### src/rtl/fifo_flag_sync_pkg.sv
// Shared definitions for the synchronous FIFO flag controller.
// Holds the bit positions of the six-bit status word
// {underflow, overflow, almost_empty, almost_full, empty, full}.
// Also holds constant functions that turn the address width into:
//   - the pointer width (address bits plus one wrap bit), and
//   - the FIFO size (2^depth entries).
package fifo_flag_sync_pkg;

    localparam int STAT_FULL      = 0;
    localparam int STAT_EMPTY     = 1;
    localparam int STAT_AF        = 2;
    localparam int STAT_AE        = 3;
    localparam int STAT_OVERFLOW  = 4;
    localparam int STAT_UNDERFLOW = 5;
    localparam int STAT_W         = 6;

    // Pointer width: address bits plus one wrap bit.
    function automatic int ptr_width(input int depth);
        return depth + 1;
    endfunction

    // Number of storage entries addressed by 'depth' address bits.
    function automatic int fifo_size(input int depth);
        return 32'sd1 << depth;
    endfunction

endpackage

### src/rtl/fifo_flag_sync_ptr.sv
// fifo_ptr: W-bit incrementing FIFO pointer.
// The pointer wraps modulo 2^W.
// Ports:
//   clock      rising-edge clock
//   reset_n    synchronous active-low reset (pointer -> 0)
//   clr_i      synchronous clear (pointer -> 0), wins over en_i
//   en_i       advance pointer by one
//   ptr_o      registered pointer value
//   ptr_nxt_o  value the pointer takes at the next edge (ignores reset)
module fifo_ptr #(
    parameter int W = 4
) (
    input  logic         clock,
    input  logic         reset_n,
    input  logic         clr_i,
    input  logic         en_i,
    output logic [W-1:0] ptr_o,
    output logic [W-1:0] ptr_nxt_o
);

    logic [W-1:0] ptr_q;
    logic [W-1:0] ptr_d;

    // Next-pointer selection: clear beats increment.
    always_comb begin
        ptr_d = ptr_q;
        if (clr_i) begin
            ptr_d = '0;
        end else if (en_i) begin
            ptr_d = ptr_q + {{(W-1){1'b0}}, 1'b1};
        end else begin
            ptr_d = ptr_q;
        end
    end

    // Pointer register with synchronous active-low reset.
    always_ff @(posedge clock) begin
        if (!reset_n) begin
            ptr_q <= '0;
        end else begin
            ptr_q <= ptr_d;
        end
    end

    assign ptr_o     = ptr_q;
    assign ptr_nxt_o = ptr_d;

endmodule

### src/rtl/fifo_flag_sync.sv
// fifo_flag_sync: single-clock FIFO pointer and flag controller.
// Drives the write/read addresses of a 2^depth-entry dual-port RAM.
// Produces registered full/empty, almost-full/empty, fill level and sticky errors.
// Ports:
//   clock, reset_n           clock and synchronous active-low reset
//   wr_en, rd_en             producer / consumer requests
//   flush                    synchronous pointer clear (sticky errors kept)
//   clr_err                  clears sticky overflow/underflow
//   af_level, ae_level       almost-full / almost-empty thresholds in entries
//   wr_address, rd_address   RAM addresses, valid with wr_ack / rd_ack
//   wr_ack, rd_ack           combinational accept strobes
//   full, empty              registered occupancy flags
//   almost_full              registered, count >= af_level
//   almost_empty             registered, count <= ae_level
//   count                    registered fill level
//   overflow, underflow      sticky request-while-full / request-while-empty
module fifo_flag_sync
    import fifo_flag_sync_pkg::*;
#(
    parameter int depth      = 8,
    parameter int af_default = 0
) (
    input  logic             clock,
    input  logic             reset_n,
    input  logic             wr_en,
    input  logic             rd_en,
    input  logic             flush,
    input  logic             clr_err,
    input  logic [depth:0]   af_level,
    input  logic [depth:0]   ae_level,
    output logic [depth-1:0] wr_address,
    output logic [depth-1:0] rd_address,
    output logic             wr_ack,
    output logic             rd_ack,
    output logic             full,
    output logic             empty,
    output logic             almost_full,
    output logic             almost_empty,
    output logic [depth:0]   count,
    output logic             overflow,
    output logic             underflow
);

    localparam int PTR_W     = ptr_width(depth);
    localparam int FIFO_SIZE = fifo_size(depth);

    // With no load strobe the af_level port is always authoritative.
    // The default level only decides whether almost_full is high out of reset.
    // It is high only for a zero level, and a zero default maps to FIFO_SIZE-1.
    localparam int AF_RST_LEVEL = (af_default == 0) ? (FIFO_SIZE - 1) : af_default;
    localparam bit AF_RST_HIGH  = (AF_RST_LEVEL == 0);

    localparam logic [STAT_W-1:0] STATUS_RST =
        (6'(1'b1) << STAT_EMPTY) |
        (6'(1'b1) << STAT_AE)    |
        (6'(AF_RST_HIGH) << STAT_AF);

    logic [PTR_W-1:0]  wr_ptr_s;
    logic [PTR_W-1:0]  rd_ptr_s;
    logic [PTR_W-1:0]  wr_nxt_s;
    logic [PTR_W-1:0]  rd_nxt_s;
    logic [PTR_W-1:0]  cnt_nxt_s;
    logic [STAT_W-1:0] status_d;
    logic [STAT_W-1:0] status_q;
    logic [PTR_W-1:0]  count_d;
    logic [PTR_W-1:0]  count_q;
    logic              wr_ack_s;
    logic              rd_ack_s;

    // Acks use registered flags, so a write can never pass through while full.
    // Reset and flush both suppress acceptance in their cycle.
    assign wr_ack_s = wr_en & ~status_q[STAT_FULL]  & reset_n & ~flush;
    assign rd_ack_s = rd_en & ~status_q[STAT_EMPTY] & reset_n & ~flush;

    fifo_ptr #(.W(PTR_W)) u_wr_ptr (
        .clock     (clock),
        .reset_n   (reset_n),
        .clr_i     (flush),
        .en_i      (wr_ack_s),
        .ptr_o     (wr_ptr_s),
        .ptr_nxt_o (wr_nxt_s)
    );

    fifo_ptr #(.W(PTR_W)) u_rd_ptr (
        .clock     (clock),
        .reset_n   (reset_n),
        .clr_i     (flush),
        .en_i      (rd_ack_s),
        .ptr_o     (rd_ptr_s),
        .ptr_nxt_o (rd_nxt_s)
    );

    // The modular pointer difference is the fill level.
    // The wrap bit makes 0 and FIFO_SIZE distinguishable.
    assign cnt_nxt_s = wr_nxt_s - rd_nxt_s;

    // Next flags, count and sticky errors, all derived from the next pointers.
    always_comb begin
        status_d = status_q;
        count_d  = cnt_nxt_s;

        status_d[STAT_FULL]  = (wr_nxt_s[PTR_W-1] != rd_nxt_s[PTR_W-1]) &&
                               (wr_nxt_s[PTR_W-2:0] == rd_nxt_s[PTR_W-2:0]);
        status_d[STAT_EMPTY] = (wr_nxt_s == rd_nxt_s);
        status_d[STAT_AF]    = (cnt_nxt_s >= af_level);
        status_d[STAT_AE]    = (cnt_nxt_s <= ae_level);

        // A new error event beats a simultaneous clear.
        status_d[STAT_OVERFLOW]  = (wr_en & status_q[STAT_FULL]) |
                                   (status_q[STAT_OVERFLOW] & ~clr_err);
        status_d[STAT_UNDERFLOW] = (rd_en & status_q[STAT_EMPTY]) |
                                   (status_q[STAT_UNDERFLOW] & ~clr_err);
    end

    // Status word and count registers.
    always_ff @(posedge clock) begin
        if (!reset_n) begin
            status_q <= STATUS_RST;
            count_q  <= '0;
        end else begin
            status_q <= status_d;
            count_q  <= count_d;
        end
    end

    assign wr_address   = wr_ptr_s[PTR_W-2:0];
    assign rd_address   = rd_ptr_s[PTR_W-2:0];
    assign wr_ack       = wr_ack_s;
    assign rd_ack       = rd_ack_s;
    assign full         = status_q[STAT_FULL];
    assign empty        = status_q[STAT_EMPTY];
    assign almost_full  = status_q[STAT_AF];
    assign almost_empty = status_q[STAT_AE];
    assign count        = count_q;
    assign overflow     = status_q[STAT_OVERFLOW];
    assign underflow    = status_q[STAT_UNDERFLOW];

endmodule

### config.mk
export PLATFORM = sky130hd
export DESIGN_NAME = fifo_flag_sync
export DESIGN_NICKNAME = d
export VERILOG_FILES = /design/src/rtl/fifo_flag_sync_pkg.sv /design/src/rtl/fifo_flag_sync_ptr.sv /design/src/rtl/fifo_flag_sync.sv
export SDC_FILE = /design/constraint.sdc
export NUM_CORES = 1
export LEC_CHECK = 0
export CAP_MARGIN = 20
export CELL_PAD_IN_SITES_DETAIL_PLACEMENT = 1
export CELL_PAD_IN_SITES_GLOBAL_PLACEMENT = 2
export CORE_ASPECT_RATIO = 2
export CORE_UTILIZATION = 32
export CTS_BUF_LIST = sky130_fd_sc_hd__clkbuf_4 sky130_fd_sc_hd__clkbuf_8
export CTS_CLUSTER_SIZE = 8
export DETAILED_ROUTE_END_ITERATION = 16
export PLACE_DENSITY = 0.95
export RECOVER_POWER = 100
export SYNTH_ARGS = -nofsm -noshare
export SYNTH_HDL_FRONTEND = slang
export SYNTH_SLANG_ARGS = --single-unit
export TNS_END_PERCENT = 30
### constraint.sdc
create_clock -name clock -period 12.2 [get_ports clock]
set_clock_uncertainty 0.05 [all_clocks]
set_input_delay 3.66 -clock clock [delete_from_list [all_inputs] [get_ports clock]]
set_output_delay 3.66 -clock clock [all_outputs]
set_load 0.01 [all_outputs]
==> key figures, run 1 <==
Floorplan
  • Chip height: 119 um
  • Starting Density: 33.3%
  • I/O pin count: 57
  • Core area: 6620 um^2
  • # rows: 42
  • Die Area: 7250 um^2
  • Die Width: 60.7 um

Flow run
  • Max cap viols: 0

Clock tree
  • Clk sink count: 33
  • Clock root buffer: clkbuf_8
  • Clock Path Buffers: 2
  • TritonCTS clock tree: yes
  • H-Tree Depth: 2
  • Postcts setup bufs: 0
  • Clk Latency, worst-skew pair: 300 ps
  • Post-CTS Hold Buffers: 0
  • Num CTS Buffers: 5
  • Worst-path clk slew: 70 ps
  • Post-CTS sizing: 0

Worst setup path
  • R2R cell count: 14
  • Highest fanout seen on the critical path: 15
  • Worst Setup Start Kind: input pin
  • Crit path largest cell delay: 840 ps
  • CP cell instances: dlygate4sd3_1 -> nand3b_1 -> nor2_1 -> dlygate4sd3_1
  • Crit-path leading delay family: buffers and inverters
  • Crit path capture type: primary output
  • Critical path buffer and inverter count: 2
  • Critical path's most frequent cell: dlygate4sd3_1
  • Slowest CP cell: dlygate4sd3_1
  • Critical path type: input pin to primary output
  • CP arrival: 5730 ps
  • Req. time, crit path: 8490 ps
  • Instance count on the critical path: 4

Global routing
  • Largest net degree at the start of global routing: 28
  • First-pass GRT wire length: 9.21 mm
  • Initial antenna violation count: 0
  • Tot GR Track Use: 17.5%
  • Vias in the first global route: 2012
  • Total grt overflow: 0

Yosys
  • Synth area leader: dfxtp_1
  • Post-synth top flop: dfxtp_1
  • EDFF count, synth: 0
  • Ys async rst share: 0%
  • Syn Area/Cell: 8.46 um^2
  • Sequential share of the synthesized area: 29.9%
  • Synth top area share: 29.9%
  • Cells after Synth: 261
  • Post-Syn Nets: 314
  • Most common cell in the netlist: nor2_1
  • Cell Area, Synth: 2210 um^2
  • #FFs+latches synth: 33
  • Most instantiated cells after synthesis: nor2_1 (36), dfxtp_1 (33), ha_1 (28)
  • Synth unique cells: 41
  • Syn. warnings: 0
  • Area contributors post-synth: dfxtp_1 (30%), ha_1 (16%), nor2_1 (6.1%)

Hold path
  • Hold WC Path Type: flop to flop
  • Hold depth: 2

STA
  • Max Freq: 0.106 GHz
  • Final Cycle Share: 77.4%
  • Max-slew violations: 0
  • RSZ-0062 raised after global routing: false
  • Post-route minimum period: 9440 ps
  • Setup ws final: 2760 ps
  • Slew margin rel.: 63.0%
  • Final hold vios: 0
  • Setup violations, final: 0
  • TNS Setup: 0 ps
  • Slew @ Worst Pin: 552 ps

Route
  • DRC Markers: 0
  • Total wire length: 5.56 mm
  • DRT Pass-1 Iters: 4
  • Final antenna-violating net count: 0
  • Detailed router's first-iteration violation count: 28
  • DR WL/cell: 14.2 um
  • Routed vias: 1920
  • Via-per-instance ratio: 4.90

Power and ir drop
  • Static leakage: 1.26 nW
  • Design internal power: 0.160 mW
  • Switching power: 0.0530 mW
  • Logic pwr share: 12.5%
  • Power per Cell Area: 75.9 nW/um^2
  • Clock group share of total power: 36.3%
  • Seq pwr share: 51.2%
  • Peak VDD IR: 0.0265 mV
  • Sw Ratio: 24.8%

Layout
  • ANT cells: 0
  • Layout cells sized above 1: 5.26%
  • Net count, final: 358
  • Area grow syn2layout: 27.4%

Place
  • Routability cong.: 0.823
  • Post-Place Worst Slack: 2790 ps
  • Input/output buffers: 56
  • Post-DP HPWL: 4.70 mm

Run status
  • Status: complete, no violations
[logic make-up (layout without fill, tap and decap cells)]
| group | Yosys count | in the layout | synth area share [%] |
|---|---|---|---|
| AOI/OAI and AO/OA | 39 | 39 | 11.8 |
| buffers and inverters | 45 | 88 | 10.4 |
| DFF | 33 | 33 | 29.9 |
| adders and majority gates | 29 | 29 | 16.8 |
| and+or+nand+nor | 93 | 93 | 22.2 |
| muxes | 3 | 3 | 1.36 |
| xor gates and xnor gates | 19 | 19 | 7.54 |
[tightest hold or removal path, cell delays in order, from the launching register on]
cell and delay (ps):
dfxtp_1 330, a22oi_1 60, nor2_1 70
[layer usage]
layer | part of all wire, % | routed length [um] | GRT usage [%] | vias up
li1 | - | - | - | 956
met1 | 35 | 1970 | 16.5 | 909
met2 | 58 | 3210 | 32.9 | 43
met3 | 2.4 | 132 | 2.82 | 12
met4 | 4.5 | 248 | 10.1 | 0
met5 | 0 | 0 | 0 | -
[layout by cell type (no fill, tap or decap), types with 4 or more instances in the layout]
cell type	n
and3_1	4
and2_0	5
nand3_1	10
ha_1	28
nand4_1	4
xnor2_1	13
dlygate4sd3_1	34
inv_1	24
xor2_1	6
nor2b_1	4
clkbuf_8	5
or2_2	7
a21oi_1	8
o21a_1	5
nor2_1	36
clkdlybuf4s50_1	22
nor3_1	9
dfxtp_1	33
o21ai_0	8
[sequential cells by signal, summed over array words and instances, names as in the netlist]
name,flops
status_q,6
count,9
u_wr_ptr.ptr_o,9
u_rd_ptr.ptr_o,9
[power groups by stage]
stage | Sequential, mW | Clock (mW) | Combinational, mW
global placement | 0.112 | 0 | 0.0273
detailed placement | 0.112 | 0 | 0.0281
floorplan | 0.112 | 0 | 0.0128
global route | 0.109 | 0.0834 | 0.0301
CTS | 0.109 | 0.0796 | 0.0282
finish | 0.109 | 0.0775 | 0.0267
[stage by stage]
step | cells | total power [mW] | hold slack [ps] | area, um^2 | util (%)
after CTS | 392 | 0.217 | 469 | 2820 | 42.6
after detailed placement | 386 | 0.140 | 446 | 2750 | 41.5
final | 392 | 0.213 | 455 | 2810 | 42.5
after floorplan | 261 | 0.125 | 442 | 2210 | -
after global placement | 386 | 0.139 | 435 | 2750 | 41.5
after global routing | 392 | 0.223 | 489 | 2810 | 42.5
[final cells by class]
class                   instances  area [um^2]
fillers                       818         3810
multi-input cells             183         1310
flip-flops and latches         33          661
repair buffers                 57          568
well taps                      88          110
inverters                      25         93.8
clock buffers                   5         68.8
clock inverters                 1         5.00
[worst paths after layout]
path	startpoint	endpoint	slack, ps
worst min register to register	status_q[4]	status_q[4]	450
worst max-delay path	reset_n	rd_ack	2760
worst max register to register	status_q[1]	status_q[3]	8260
worst min-delay path	status_q[4]	status_q[4]	450
Power figures use the tool's default switching activity.
==> inputs of run 2 (changes only) <==
--- a/config.mk
+++ b/config.mk
@@ -9,11 +9,11 @@
 export CELL_PAD_IN_SITES_DETAIL_PLACEMENT = 1
 export CELL_PAD_IN_SITES_GLOBAL_PLACEMENT = 2
 export CORE_ASPECT_RATIO = 2
-export CORE_UTILIZATION = 32
+export CORE_UTILIZATION = 29
 export CTS_BUF_LIST = sky130_fd_sc_hd__clkbuf_4 sky130_fd_sc_hd__clkbuf_8
 export CTS_CLUSTER_SIZE = 8
 export DETAILED_ROUTE_END_ITERATION = 16
-export PLACE_DENSITY = 0.95
+export PLACE_DENSITY = 0.88
 export RECOVER_POWER = 100
 export SYNTH_ARGS = -nofsm -noshare
 export SYNTH_HDL_FRONTEND = slang
==> constraint.sdc (replaced) <==
create_clock -name clock -period 9.6 [get_ports clock]
set_clock_uncertainty 0.05 [all_clocks]
set_input_delay 2.88 -clock clock [delete_from_list [all_inputs] [get_ports clock]]
set_output_delay 2.88 -clock clock [all_outputs]
set_load 0.01 [all_outputs]
==> key figures, run 2 (same netlist as run 1, synthesis figures left out) <==
Layout
  • Commonest non-fill, non-tap cell in the layout: nor2_1
  • Most frequent cells in the layout: nor2_1 (36), dlygate4sd3_1 (34), dfxtp_1 (33), ha_1 (28), inv_1 (24)
  • Area grow syn2layout: 28.2%
  • Layout cells sized above 1: 5.88%
  • Net count, final: 358
  • Post-route cell area: 2830 um^2
  • ANT cells: 0

Clock tree
  • Worst-path clk slew: 70 ps
  • Post-CTS Hold Buffers: 0
  • Post-CTS sizing: 0
  • Clk sink count: 33
  • Postcts setup bufs: 0
  • Num CTS Buffers: 5
  • TritonCTS clock tree: yes
  • H-Tree Depth: 2
  • Clk Latency, worst-skew pair: 290 ps
  • Clock Path Buffers: 2
  • Clock root buffer: clkbuf_8

Worst setup path
  • Reg2reg start: status_q[1]
  • Reg2reg end: status_q[3]
  • Slowest CP cell: dlygate4sd3_1
  • Req. time, crit path: 6670 ps
  • R2R setup slack: 5640 ps
  • CP arrival: 4940 ps
  • Critical path type: input pin to primary output
  • Highest fanout seen on the critical path: 15
  • CP cell instances: dlygate4sd3_1 -> nand3b_1 -> nor2_1 -> dlygate4sd3_1
  • Worst Setup Start Kind: input pin
  • Crit path to: rd_ack
  • Crit path capture type: primary output
  • Crit path largest cell delay: 840 ps
  • Critical path's most frequent cell: dlygate4sd3_1
  • R2R cell count: 14
  • CP startpoint: reset_n

Floorplan
  • Die Area: 7980 um^2
  • # rows: 44
  • Die Width: 63.7 um
  • Core area: 7320 um^2
  • Chip height: 125 um
  • Starting Density: 30.1%
  • I/O pin count: 57

Power and ir drop
  • Clock group share of total power: 37.6%
  • Switching power: 0.0708 mW
  • Seq pwr share: 50.1%
  • Design internal power: 0.206 mW
  • Logic pwr share: 12.3%
  • Power per Cell Area: 97.9 nW/um^2
  • Peak VDD IR: 0.0389 mV
  • Sw Ratio: 25.5%
  • Static leakage: 1.26 nW

Place
  • Post-DP Area: 2760 um^2
  • Post-DP HPWL: 4.80 mm
  • Routability cong.: 0.835
  • Input/output buffers: 56

Global routing
  • Initial antenna violation count: 0
  • Vias in the first global route: 2016
  • Tot GR Track Use: 15.3%
  • Largest net degree at the start of global routing: 28
  • Total grt overflow: 0
  • First-pass GRT wire length: 9.20 mm

Flow run
  • Max cap viols: 0

STA
  • Slew @ Worst Pin: 561 ps
  • RSZ-0062 raised after global routing: false
  • TNS Setup: 0 ps
  • Slew margin rel.: 62.3%
  • Setup violations, final: 0
  • Max Freq: 0.127 GHz
  • Max-slew violations: 0
  • Post-route minimum period: 7870 ps
  • Final Cycle Share: 82.0%
  • Final hold vios: 0

Hold path
  • Hold WC Path Type: flop to flop
  • Hold depth: 2

Route
  • DR WL/cell: 14.3 um
  • Total wire length: 5.70 mm
  • Routed vias: 1878
  • Via-per-instance ratio: 4.72
  • DRC Markers: 0
  • Final antenna-violating net count: 0
  • DRT Pass-1 Iters: 4
  • Detailed router's first-iteration violation count: 38

Run status
  • Status: complete, no violations
run 2: metal layers:
layer / global-route usage [%] / vias up / wire [um]
li1: - / 954 / -
met1: 13.4 / 880 / 1990
met2: 31.1 / 35 / 3410
met3: 1.73 / 9 / 106
met4: 9.09 / 0 / 190
met5: 0 / - / 0
run 2: power by group through the flow:
stage               logic [mW]  clock network [mW]  registers (mW)
finish                  0.0341               0.104           0.139
global route            0.0381               0.113           0.139
CTS                     0.0360               0.108           0.139
detailed placement      0.0358                   0           0.142
global placement        0.0350                   0           0.142
floorplan               0.0163                   0           0.143
run 2: layout make-up:
cell class              count  area (um^2)
clock buffers               5         68.8
clock inverters             3         17.5
fillers                   875         4490
inverters                  25         93.8
multi-input cells         183         1310
flip-flops and latches     33          661
well taps                  92          115
repair buffers             57          568
run 2: worst min path at each step:
stage,startpoint,end
5_1_grt,status_q[5],status_q[5]
3_5_place_dp,status_q[5],status_q[5]
3_3_place_gp,status_q[4],status_q[4]
2_1_floorplan,u_wr_ptr.ptr_o[8],u_wr_ptr.ptr_o[8]
4_1_cts,status_q[4],status_q[4]
6_report,status_q[4],status_q[4]
run 2: through the flow:
stage / utilization [%] / power (mW) / worst slack, ps / instances / hold slack [ps]
after floorplan: - / 0.159 / 3130 / 261 / 442
after global placement: 37.6 / 0.177 / 1770 / 390 / 434
after detailed placement: 37.6 / 0.178 / 1740 / 390 / 446
after CTS: 38.8 / 0.283 / 1730 / 398 / 467
after global routing: 38.6 / 0.290 / 1590 / 398 / 488
final: 38.6 / 0.277 / 1730 / 398 / 451
run 2: critical path: cells and delay by family:
| family | cells | cell delay [ps] |
|---|---|---|
| and+or+nand+nor | 2 | 570 |
| buffers and inverters | 2 | 1470 |
==> inputs of run 3 (changes only) <==
==> constraint.sdc (replaced) <==
create_clock -name clock -period 7.3 [get_ports clock]
set_clock_uncertainty 0.05 [all_clocks]
set_input_delay 2.19 -clock clock [delete_from_list [all_inputs] [get_ports clock]]
set_output_delay 2.19 -clock clock [all_outputs]
set_load 0.01 [all_outputs]
==> key figures, run 3 (same netlist as run 1, synthesis figures left out) <==
Global routing
  • First-pass GRT wire length: 9.72 mm
  • Tot GR Track Use: 16.1%
  • Initial antenna violation count: 0
  • Largest net degree at the start of global routing: 19
  • Total grt overflow: 0
  • Vias in the first global route: 2098

Clock tree
  • Clk sink count: 33
  • Post-CTS sizing: 0
  • Clk Latency, worst-skew pair: 300 ps
  • TritonCTS clock tree: yes
  • Clock root buffer: clkbuf_8
  • H-Tree Depth: 2
  • Post-CTS Hold Buffers: 0
  • Clock Path Buffers: 2
  • Num CTS Buffers: 5
  • Postcts setup bufs: 0
  • Worst-path clk slew: 70 ps

Layout
  • Area of the multi-input gates: 1320 um^2
  • ANT cells: 0
  • Net count, final: 359
  • Filler Cell Count: 886
  • Most frequent cells in the layout: nor2_1 (36), dlygate4sd3_1 (34), dfxtp_1 (33), ha_1 (28), inv_1 (24)
  • Commonest non-fill, non-tap cell in the layout: nor2_1
  • Layout cells sized above 1: 6.19%
  • Area grow syn2layout: 28.9%
  • Storage cell area: 661 um^2

Floorplan
  • Starting Density: 30.1%
  • Chip height: 125 um
  • # rows: 44
  • I/O pin count: 57
  • Die Area: 7980 um^2
  • Die Width: 63.7 um
  • Core area: 7320 um^2

Route
  • Final antenna-violating net count: 0
  • Total wire length: 6.03 mm
  • Detailed router's first-iteration violation count: 40
  • DRT Pass-1 Iters: 4
  • Routed vias: 1951
  • DR WL/cell: 15.1 um
  • DRC Markers: 0
  • Via-per-instance ratio: 4.89

Flow run
  • Max cap viols: 0

Place
  • Input/output buffers: 56
  • Routability cong.: 0.848
  • Post-DP HPWL: 5.07 mm

Run status
  • Status: complete, no violations

STA
  • Max Freq: 0.155 GHz
  • RSZ-0062 raised after global routing: false
  • Slew @ Worst Pin: 736 ps
  • Post-route minimum period: 6470 ps
  • Max-slew violations: 0
  • Final hold vios: 0
  • Final Cycle Share: 88.6%
  • Setup violations, final: 0
  • TNS Setup: 0 ps
  • Slew margin rel.: 51.0%

Power and ir drop
  • Peak VDD IR: 0.0502 mV
  • Power per Cell Area: 130 nW/um^2
  • Pwr Total: 0.370 mW
  • Static leakage: 1.28 nW

Worst setup path
  • Reg2reg start: status_q[1]
  • Highest fanout seen on the critical path: 14
  • Crit path capture type: primary output
  • CP startpoint: reset_n
  • CP arrival: 4230 ps
  • Critical path type: input pin to primary output
  • R2R cell count: 14
  • Req. time, crit path: 5060 ps
  • Worst Setup Start Kind: input pin

Hold path
  • Hold depth: 2
  • Hold path start: status_q[4]
  • Hold WC Path Type: flop to flop
==> run 3: cell types whose count changed in the layout (fill, tap and decap cells not counted), sizes merged <==
cell | before | now
clkbuf | 5 | 7
clkinvlp | 1 | 0
==> run 3: through the flow <==
stage / setup slack (ps) / cells / utilization (%) / hold WS [ps] / area, um^2
3_5_place_dp: 1000 / 391 / 37.7 / 450 / 2760
6_report: 834 / 399 / 38.9 / 457 / 2850
5_1_grt: 424 / 399 / 38.9 / 509 / 2850
2_1_floorplan: 2130 / 261 / - / 442 / 2210
3_3_place_gp: 1190 / 391 / 37.7 / 435 / 2760
4_1_cts: 1150 / 399 / 38.9 / 467 / 2850
==> run 3: worst paths after layout <==
| kind | endpoint | slack, ps |
|---|---|---|
| min reg2reg | status_q[4] | 460 |
| min | status_q[4] | 460 |
| max | wr_ack | 830 |
| max reg2reg | status_q[3] | 3300 |
==> run 3: final cells by class <==
type,instances,share of cell area (%)
timing repair buffer,58,20.1
multi-input combinational,183,46.3
clock buffer,6,2.68
inverter,25,3.30
clock inverter,2,0.352
tap,92,4.05
sequential,33,23.2
==> run 3: power breakdown <==
part           total [mW]  internal, mW  leakage [nW]  switching, mW
clock               0.141        0.0698        0.0484         0.0712
sequential          0.183         0.182         0.266        0.00101
combinational      0.0462        0.0241         0.963         0.0221
==> run 3: critical path, cell delays in order <==
cell,delay (ps)
clkdlybuf4s50_1,480
clkbuf_1,570
nand3b_4,220
nor2_1,120
dlygate4sd3_1,630
==> run 3: layer usage <==
layer	vias to the layer above	part of all wire, %	global-route usage (%)	wire (um)
li1	962	-	-	-
met1	937	34	13.9	2040
met2	42	60	32.7	3610
met3	10	2.3	1.82	140
met4	0	4.0	9.89	240
met5	-	0	0	0
